File: src/rtl/piso_serializer.sv
// -----------------------------------------------------------------------------
// piso_serializer
//
// Parallel-in / serial-out shifter with a valid/ready load handshake.
// A word is accepted in IDLE, then presented one bit per enabled clock edge in
// SHIFT. After the last bit is consumed the block returns to IDLE and pulses
// done for one cycle. Only one word is ever in flight.
//
// Parameters
//   WIDTH      parallel word width (2..32)
//   MSB_FIRST  1: bit WIDTH-1 leaves first, 0: bit 0 leaves first
//
// Ports
//   clk         in   rising-edge clock
//   rst         in   asynchronous reset, active low
//   en          in   shift enable; one bit consumed per edge with en=1 in SHIFT
//   din         in   parallel word, sampled only when a load is accepted
//   load_valid  in   din holds a word to send
//   load_ready  out  block accepts a word this cycle (state decode only)
//   sout        out  serial bit currently presented (register bit, no logic)
//   sout_valid  out  sout carries a payload bit
//   done        out  one-cycle pulse after the last bit of a word is consumed
// -----------------------------------------------------------------------------
module piso_serializer #(
  parameter int WIDTH     = 8,
  parameter bit MSB_FIRST = 1'b1
) (
  input  logic             clk,
  input  logic             rst,
  input  logic             en,
  input  logic [WIDTH-1:0] din,
  input  logic             load_valid,
  output logic             load_ready,
  output logic             sout,
  output logic             sout_valid,
  output logic             done
);

  localparam int             CW   = $clog2(WIDTH);
  localparam logic [CW-1:0]  LAST = CW'(WIDTH - 1);

  typedef enum logic {
    IDLE  = 1'b0,
    SHIFT = 1'b1
  } state_t;

  state_t           r_state, w_state_nxt;
  logic [WIDTH-1:0] r_shift, w_shift_nxt;
  logic [CW-1:0]    r_cnt,   w_cnt_nxt;
  logic             r_done,  w_done_nxt;
  logic [WIDTH-1:0] w_shifted;

  // Move one position toward the output end and back-fill with zero. Because
  // every word is fully shifted out (or cleared by reset) before IDLE, the
  // register is all zeros in IDLE, which is what keeps sout at 0 there.
  assign w_shifted = MSB_FIRST ? {r_shift[WIDTH-2:0], 1'b0}
                               : {1'b0, r_shift[WIDTH-1:1]};

  // NOTE: every always_comb target gets a default first, so no path through
  // the case leaves a signal unassigned and no latch is inferred.
  always_comb begin
    w_state_nxt = r_state;
    w_shift_nxt = r_shift;
    w_cnt_nxt   = r_cnt;
    w_done_nxt  = 1'b0;

    case (r_state)
      IDLE: begin
        // en is deliberately ignored here; only a load changes state.
        if (load_valid) begin
          w_shift_nxt = din;
          w_cnt_nxt   = '0;
          w_state_nxt = SHIFT;
        end
      end

      SHIFT: begin
        // load_valid/din are ignored, so a word in flight is never replaced.
        if (en) begin
          w_shift_nxt = w_shifted;
          if (r_cnt == LAST) begin
            w_cnt_nxt   = '0;
            w_done_nxt  = 1'b1;
            w_state_nxt = IDLE;
          end else begin
            w_cnt_nxt = r_cnt + CW'(1);
          end
        end
      end

      default: begin
        w_state_nxt = IDLE;
      end
    endcase
  end

  // NOTE: sequential state uses non-blocking assignments so every register
  // samples the pre-edge values regardless of statement order.
  always_ff @(posedge clk or negedge rst) begin
    if (!rst) begin
      r_state <= IDLE;
      r_shift <= '0;
      r_cnt   <= '0;
      r_done  <= 1'b0;
    end else begin
      r_state <= w_state_nxt;
      r_shift <= w_shift_nxt;
      r_cnt   <= w_cnt_nxt;
      r_done  <= w_done_nxt;
    end
  end

  assign load_ready = (r_state == IDLE);
  assign sout_valid = (r_state == SHIFT);
  assign sout       = MSB_FIRST ? r_shift[WIDTH-1] : r_shift[0];
  assign done       = r_done;

endmodule

File: config.mk
export PLATFORM = sky130hd
export DESIGN_NAME = piso_serializer
export DESIGN_NICKNAME = d
export VERILOG_FILES = /design/src/rtl/piso_serializer.sv
export SDC_FILE = /design/constraint.sdc
export NUM_CORES = 1
export LEC_CHECK = 0
export CORE_MARGIN = 2
export CORE_UTILIZATION = 49
export CTS_BUF_LIST = sky130_fd_sc_hd__clkbuf_8
export DETAILED_ROUTE_END_ITERATION = 8
export PLACE_DENSITY = 0.78
export SLEW_MARGIN = 15
export SYNTH_ARGS = -nofsm -noshare
export SYNTH_HDL_FRONTEND = slang
export SYNTH_SLANG_ARGS = --single-unit
export TNS_END_PERCENT = 100
File: constraint.sdc
create_clock -name clk -period 1.6 [get_ports clk]
set_clock_uncertainty 0.2 [all_clocks]
set_input_delay 0.48 -clock clk [delete_from_list [all_inputs] [get_ports clk]]
set_output_delay 0.48 -clock clk [all_outputs]
set_load 0.01 [all_outputs]
Yosys cells after proc, flatten, opt, wreduce, memory -nomap -nowiden
Cells that the tools add are included.
{ "classes": {"mux": 14, "n_bitwise": 1, "reduce_logical": 1, "addsub": 1, "n_eq_ne": 3} }
{ "ops": {"columns": ["operator", "count"], "rows": [
  ["8-bit two-way mux", 2],
  ["8-bit case mux with 2 select lines", 1],
  ["3-bit two-way mux", 3],
  ["1-bit two-way mux", 6],
  ["3-bit case mux with 2 select lines", 1],
  ["2-bit != test (second input constant)", 2],
  ["3-bit by 1-bit adder with 3-bit output (second input constant)", 1],
  ["3-bit == test (second input constant)", 1],
  ["1-bit case mux with 2 select lines", 1],
  ["2-bit AND reduction", 1],
  ["1-bit inverter", 1]
]} }
{ "word_totals": {"inputBits": 12, "elab_cells": 24, "output_inout_bits": 4, "ff_bits": 13} }

Logic depth before layout (Yosys ltp)
Gate-level depths: netlist of run 1.
{ "logic_depth": {"word_depth": 4, "ltp_mapped": 4, "mapped_depth_nobuf": 4} }

Worst setup path after synthesis of run 1
Ideal clock, no wire load.
{ "synth_path": {"path_kind": "register to output", "startpoint": "reg r_state (netlist: sout_valid)", "endpoint": "out load_ready", "required_ps": 920, "n_path_buf": 2, "t_arrival_ps": 792, "path_slack_ps": 128, "path_stages_with_launch": 4, "path_cell_list": "dfrtp_1 > buf_6 > buf_4 > inv_2"} }
{ "synth_via": {"elab_chain_cells": 1} }
{ "synth_rtl": {"columns": ["element", "line", "source"], "rows": [
  ["start, declared", "47", "state_t r_state, w_state_nxt;"],
  ["start signal, assigned", "106", "r_state <= w_state_nxt;"],
  ["1-bit inverter", null, null],
  ["end, declared", "33", "output logic load_ready,"]
]} }
Every way passes these cells.

Worst setup path in the final report of run 1
{ "layout_path": {"startpoint": "reg r_state (netlist: sout_valid)", "endpoint": "out sout_valid"} }
{ "layout_lines": {"columns": ["element", "line", "source"], "rows": [
  ["end, declared", "35", "output logic sout_valid,"]
]} }
No word-level cell between the ends.

==> out/metrics.cfg, run 1 <==
[synth]
netlist_area_um2=716
yosys.area.top_type_share=0.455
synth_top_family_by_area=multiplexers
synth-compound-area-share=0.0437
ys_warn_count=0
synth_area_leaders=dfrtp_1 45%, mux2i_1 31%, buf_6 4.7%
yosysTopAreaCell=dfrtp_1
ys_seq_area_frac=0.455
syn-num-nets=70
synth-simple-area-share=0.0962
synth_xor_area_frac=0
yosysUniqueCellTypes=16
muxShareOfSynthArea=0.308
yosys.area_share.adder=0.0350
syn_inst=56
synth-seq-cells=13
syn_area_per_cell_um2=12.8

[clock_tree]
numCtsBuffers=3
cts.htree.levels=1
cts_tree=done
clock-root-buffer=clkbuf_8
clk_path_buf_depth=2
clk_latency_ns=0.24
postCtsHoldBufs=0
cts.sinks=13
clkTransAtPathRegs_ns=0.05

[timing]
finalCritPeriodShare=0.977
fmax_mhz=640
rsz0062_at_grt=no
slew-limit-headroom=0.829
worst_slew_pin_slew_ns=0.256
period_needed_ns=1.56
holdWs_ns=0.302
tns_ns=0
hold_viol_final=0
slew_violations=0
setup_viol=0

[worst_setup_path]
crit_family=flip-flops
cp_max_fo=3
endpoint_kind=output pin
worstSetupPathType=register to output pin
path_depth=1
startpoint_type=register
r2r_start=sout_valid
critPathRequiredTime_ns=0.92
cpPeakStageDelay_ns=0.40
r2r-end=r_shift[5]
rrSetupSlack_ns=0.17
crit_buf_inv=1
cp-startpoint=sout_valid
crit_path_end=sout_valid
reg2regPathDepth=4
path_cells=clkdlybuf4s15_1
critPathSlowestCell=dfrtp_1
worstPathArrival_ns=0.88

[drt]
antenna_left=0
drt_iter0_drc=2
wl_um=1370
drc=0
vias=508
wl_per_cell_um=14.4
dr.pass1.iters=4
via_per_inst=5.35

[global_route]
grt_max_degree=14
grt_pass1_wl_um=2110
grtUsageTotal=0.159
antenna_found_initial=0
overflow=0
grt_pass1_vias=488

[die]
dieHeight_um=42.2
pin_count=16
initial_core_util=0.537
die_x_um=42.2
die-area_mm2=0.00178
coreArea_mm2=0.00133
num_rows=13

[power_and_ir_drop]
powerDensity_mw_per_mm2=1310
p_leak_nw=0.544
max-vdd-ir-drop_v=0.000862

[run_status]
status=complete, no violations

[place]
port_buffers=15
finalWeightedCongestion=0.716
dp_hpwl_um=983
post_dp_cell_area_um2=903
place_inst=90

[cells_and_area]
nets=95
antenna_cells=0
register_area_um2=325
finalNonFillerCells=95
nFillCells=98
multi_input_area_um2=345
syn2layout_area_growth_pct=33.9
fin_area_um2=958
drive_gt1_frac=0.175

[hold_path]
min_path_type=register to register
hold_depth=1

[flow_run]
drv_cap=0

[worst min-delay path by stage]
| stage | start | end |
|---|---|---|
| after floorplan | rst | done |
| after global placement | r_shift[5] | r_shift[5] |
| after detailed placement | r_shift[5] | r_shift[5] |
| after CTS | r_shift[5] | r_shift[5] |
| after global routing | r_shift[5] | r_shift[5] |
| final | r_shift[5] | r_shift[5] |
[sequential cells by signal (all words and copies together), names as in the netlist]
name and flops:
done 1, r_cnt 3, r_shift 8, sout_valid 1
[cell type report]
| type | count | area share |
|---|---|---|
| repair buffers | 24 | 0.230 |
| clock buffers | 3 | 0.0431 |
| well taps | 15 | 0.0196 |
| multi-input cells | 38 | 0.360 |
| inverters | 1 | 0.00392 |
| clock inverters | 1 | 0.00392 |
| flip-flops and latches | 13 | 0.339 |
[cell families after synthesis]
logic type	Yosys count
fa+ha+maj	2
buf+inv	5
compound gates	4
simple gates	10
flops	13
mux	22
[power breakdown]
group          leakage (nW)  switching [mW]  internal (mW)
Clock                0.0269           0.115          0.169
Sequential            0.167          0.0908          0.445
Combinational         0.350           0.184          0.249
[cell usage in the layout (no fill, tap or decap), drive strengths merged]
| cell | Yosys | routed |
|---|---|---|
| ha | 2 | 2 |
| and3 | 2 | 2 |
| dlygate4sd2 | 0 | 1 |
| clkdlybuf4s15 | 0 | 2 |
| o21ai | 1 | 1 |
| clkbuf | 0 | 4 |
| or3b | 1 | 1 |
| mux2i | 22 | 22 |
| and3b | 1 | 1 |
| o2bb2ai | 2 | 2 |
| nor2 | 2 | 2 |
| nand3 | 1 | 1 |
| buf | 4 | 9 |
| dlymetal6s2s | 0 | 2 |
| nand3b | 2 | 2 |
| dfrtp | 13 | 13 |
| a211o | 1 | 1 |
| nand4bb | 1 | 1 |
| inv | 1 | 2 |
| clkdlybuf4s50 | 0 | 9 |
[timing repair]
item | 4_1_cts | 5_1_grt
endpoints found under the setup margin | 4 | 5
pin swaps | 0 | 0
gates resized for setup | 6 | 5
setup buffers | 0 | 1
[routing by layer]
| layer | GRT usage | routed length, um | vias up |
|---|---|---|---|
| met5 | 0 | 0 | - |
| met4 | 0.0750 | 12 | 0 |
| met3 | 0.0431 | 69 | 2 |
| met2 | 0.265 | 701 | 11 |
| met1 | 0.188 | 585 | 241 |
| li1 | - | - | 254 |
[synth_stat cells]
library cell / number
and3b_1: 1
dfrtp_1: 13
buf_4: 1
and3_1: 2
a211o_1: 1
o21ai_1: 1
nand3b_1: 2
or3b_1: 1
nand4bb_1: 1
nand3_1: 1
mux2i_1: 22
o2bb2ai_1: 2
buf_6: 3
nor2_1: 2
inv_2: 1
ha_1: 2
[through the flow]
| stage | setup slack (ns) | utilization | power, mW |
|---|---|---|---|
| final | 0.0374 | 0.719 | 1.25 |
| after global routing | 0.00746 | 0.719 | 1.33 |
| after CTS | -0.0283 | 0.709 | 1.26 |
| after detailed placement | -0.228 | 0.677 | 0.981 |
| after global placement | -0.201 | 0.677 | 0.965 |
| after floorplan | 0.128 | - | 0.821 |
No activity file was read; power rests on OpenSTA's default activity.
==> inputs of run 2 (changes only) <==
- CAP_MARGIN: default -> 40
- clock period: 1.6 -> 1.8 ns (I/O delays scaled with it)
==> out/metrics.cfg, run 2 (same netlist as run 1, synthesis figures left out) <==
[cells_and_area]
fin_area_um2=936  ; was 958 um^2
largest_register=r_shift  ; unchanged
largest_registers=r_shift (8), r_cnt (3)  ; unchanged
final_cell_mix=22 x mux2i_1, 13 x dfrtp_1, 11 x clkdlybuf4s50_1, 7 x buf_4, 4 x dlygate4sd2_1  ; was 22 x mux2i_1, 13 x dfrtp_1, 9 x clkdlybuf4s50_1, 8 x buf_4, 3 x clkbuf_8
syn2layout_area_growth_pct=30.8  ; was 33.9%
final_core_util=0.702  ; was 0.719
nFillCells=104  ; was 98
antenna_cells=0  ; unchanged
drive_gt1_frac=0.141  ; was 0.175
layout_commonest_cell=mux2i_1  ; unchanged
finalNonFillerCells=93  ; was 95
largest_reg_flops=8  ; unchanged
nets=93  ; was 95

[clock_tree]
clk_path_buf_depth=2  ; unchanged
cts_tree=done  ; unchanged
postCtsHoldBufs=0  ; unchanged
cts_resized=4  ; was 6
clock-root-buffer=clkbuf_8  ; unchanged
cts_post_setup_buffers_inserted=0  ; unchanged
clkTransAtPathRegs_ns=0.05  ; about the same
clk_latency_ns=0.23  ; was 0.24 ns
numCtsBuffers=3  ; unchanged
cts.sinks=13  ; unchanged
cts.htree.levels=1  ; unchanged

[die]
initial_core_util=0.537  ; unchanged
num_rows=13  ; unchanged
die_x_um=42.2  ; unchanged
dieHeight_um=42.2  ; unchanged
pin_count=16  ; unchanged
die-area_mm2=0.00178  ; unchanged
coreArea_mm2=0.00133  ; unchanged

[timing]
slew-limit-headroom=0.845  ; was 0.829
fmax_mhz=578
worst_slew_pin_slew_ns=0.231  ; was 0.256 ns
period_needed_ns=1.73
fin_ws_ns=0.0707  ; was 0.0374 ns
finalCritPeriodShare=0.961
rsz0062_at_grt=no  ; unchanged
slew_violations=0  ; unchanged
setup_viol=0  ; unchanged
hold_viol_final=0  ; unchanged

[place]
finalWeightedCongestion=0.716  ; about the same
dp_hpwl_um=1060  ; was 983 um
port_buffers=15  ; unchanged
dp_slack_ns=-0.0915  ; was -0.228 ns
place_inst=89  ; was 90
post_dp_cell_area_um2=896  ; was 903 um^2

[worst_setup_path]
r2r-end=r_cnt[2]  ; was r_shift[5]
path_cells=inv_2 > dlygate4sd2_1  ; was clkdlybuf4s15_1
worstSetupPathType=register to output pin  ; unchanged
startpoint_type=register  ; unchanged
cp-startpoint=sout_valid  ; unchanged
reg2regPathDepth=4  ; unchanged
crit_path_end=load_ready  ; was sout_valid
worstPathArrival_ns=0.99  ; was 0.88 ns
r2r_start=r_cnt[0]  ; was sout_valid
critPathSlowestCell=dfrtp_1  ; unchanged
cp_max_fo=4  ; was 3
critPathRequiredTime_ns=1.06  ; was 0.92 ns
endpoint_kind=output pin  ; unchanged
rrSetupSlack_ns=0.38  ; was 0.17 ns
cpPeakStageDelay_ns=0.41  ; was 0.40 ns

[hold_path]
min_path_type=register to register  ; unchanged
hold_depth=1  ; unchanged

[global_route]
overflow=0  ; unchanged
antenna_found_initial=0  ; unchanged
grt_max_degree=14  ; unchanged
grtUsageTotal=0.180  ; was 0.159
grt_pass1_wl_um=2380  ; was 2110 um
grt_pass1_vias=553  ; was 488

[drt]
vias=505  ; was 508
antenna_left=0  ; unchanged
dr.pass1.iters=2  ; was 4
via_per_inst=5.43  ; was 5.35
drc=0  ; unchanged
wl_um=1350  ; was 1370 um
drt_iter0_drc=2  ; unchanged
wl_per_cell_um=14.5  ; was 14.4 um

[power_and_ir_drop]
max-vdd-ir-drop_v=0.000633  ; was 0.000862 V
powerDensity_mw_per_mm2=1170  ; was 1310 mW/mm^2
p_leak_nw=0.519  ; was 0.544 nW

[run_status]
status=complete, no violations  ; unchanged

[flow_run]
drv_cap=0  ; unchanged

-- run 2: cell count changes in the layout (fill, tap and decap cells not counted) --
cell             before  now
clkdlybuf4s50_1       9   11
buf_4                 8    7
clkbuf_2              1    0
dlygate4sd2_1         1    4
clkdlybuf4s15_1       2    0
buf_6                 1    0
dlymetal6s2s_1        2    0
-- run 2: worst max-delay path: cells and delay by family (launching register included) --
kind     cells  cell delay, ns
flops        1            0.41
buf+inv      2            0.34
-- run 2: how the worst min path moves through the flow --
stage | from | to | slack (ns)
floorplan | rst | done | 0.04
global placement | r_shift[5] | r_shift[5] | 0.29
detailed placement | r_shift[5] | r_shift[5] | 0.30
CTS | r_shift[5] | r_shift[5] | 0.31
global route | r_shift[5] | r_shift[5] | 0.34
finish | r_shift[5] | r_shift[5] | 0.30
-- run 2: metrics by stage --
| step | power [mW] | TNS (ns) | hold slack (ns) |
|---|---|---|---|
| 2_1_floorplan | 0.729 | 0 | 0.0444 |
| 3_3_place_gp | 0.850 | -0.287 | 0.290 |
| 3_5_place_dp | 0.876 | -0.478 | 0.298 |
| 4_1_cts | 1.11 | 0 | 0.310 |
| 5_1_grt | 1.18 | 0 | 0.340 |
| 6_report | 1.09 | 0 | 0.302 |
-- run 2: cell type report --
cell class	instances	area [um^2]	area share
clock inverters	1	3.75	0.00401
multi-input cells	38	345	0.369
inverters	1	3.75	0.00401
well taps	15	18.8	0.0201
repair buffers	22	198	0.211
flip-flops and latches	13	325	0.348
clock buffers	3	41.3	0.0441
-- run 2: metal layers --
metal | vias up | track usage | wire [um]
met3 | 4 | 0.0474 | 46
met1 | 242 | 0.199 | 577
met4 | 0 | 0.100 | 24
li1 | 250 | - | -
met5 | - | 0 | 0
met2 | 9 | 0.311 | 698
-- run 2: where the power goes --
part	switching, mW	leakage [nW]	total (mW)	internal (mW)
sequential	0.0818	0.167	0.477	0.395
clock	0.0984	0.0269	0.249	0.150
combinational	0.162	0.325	0.369	0.207
total	0.342	0.519	1.09	0.753
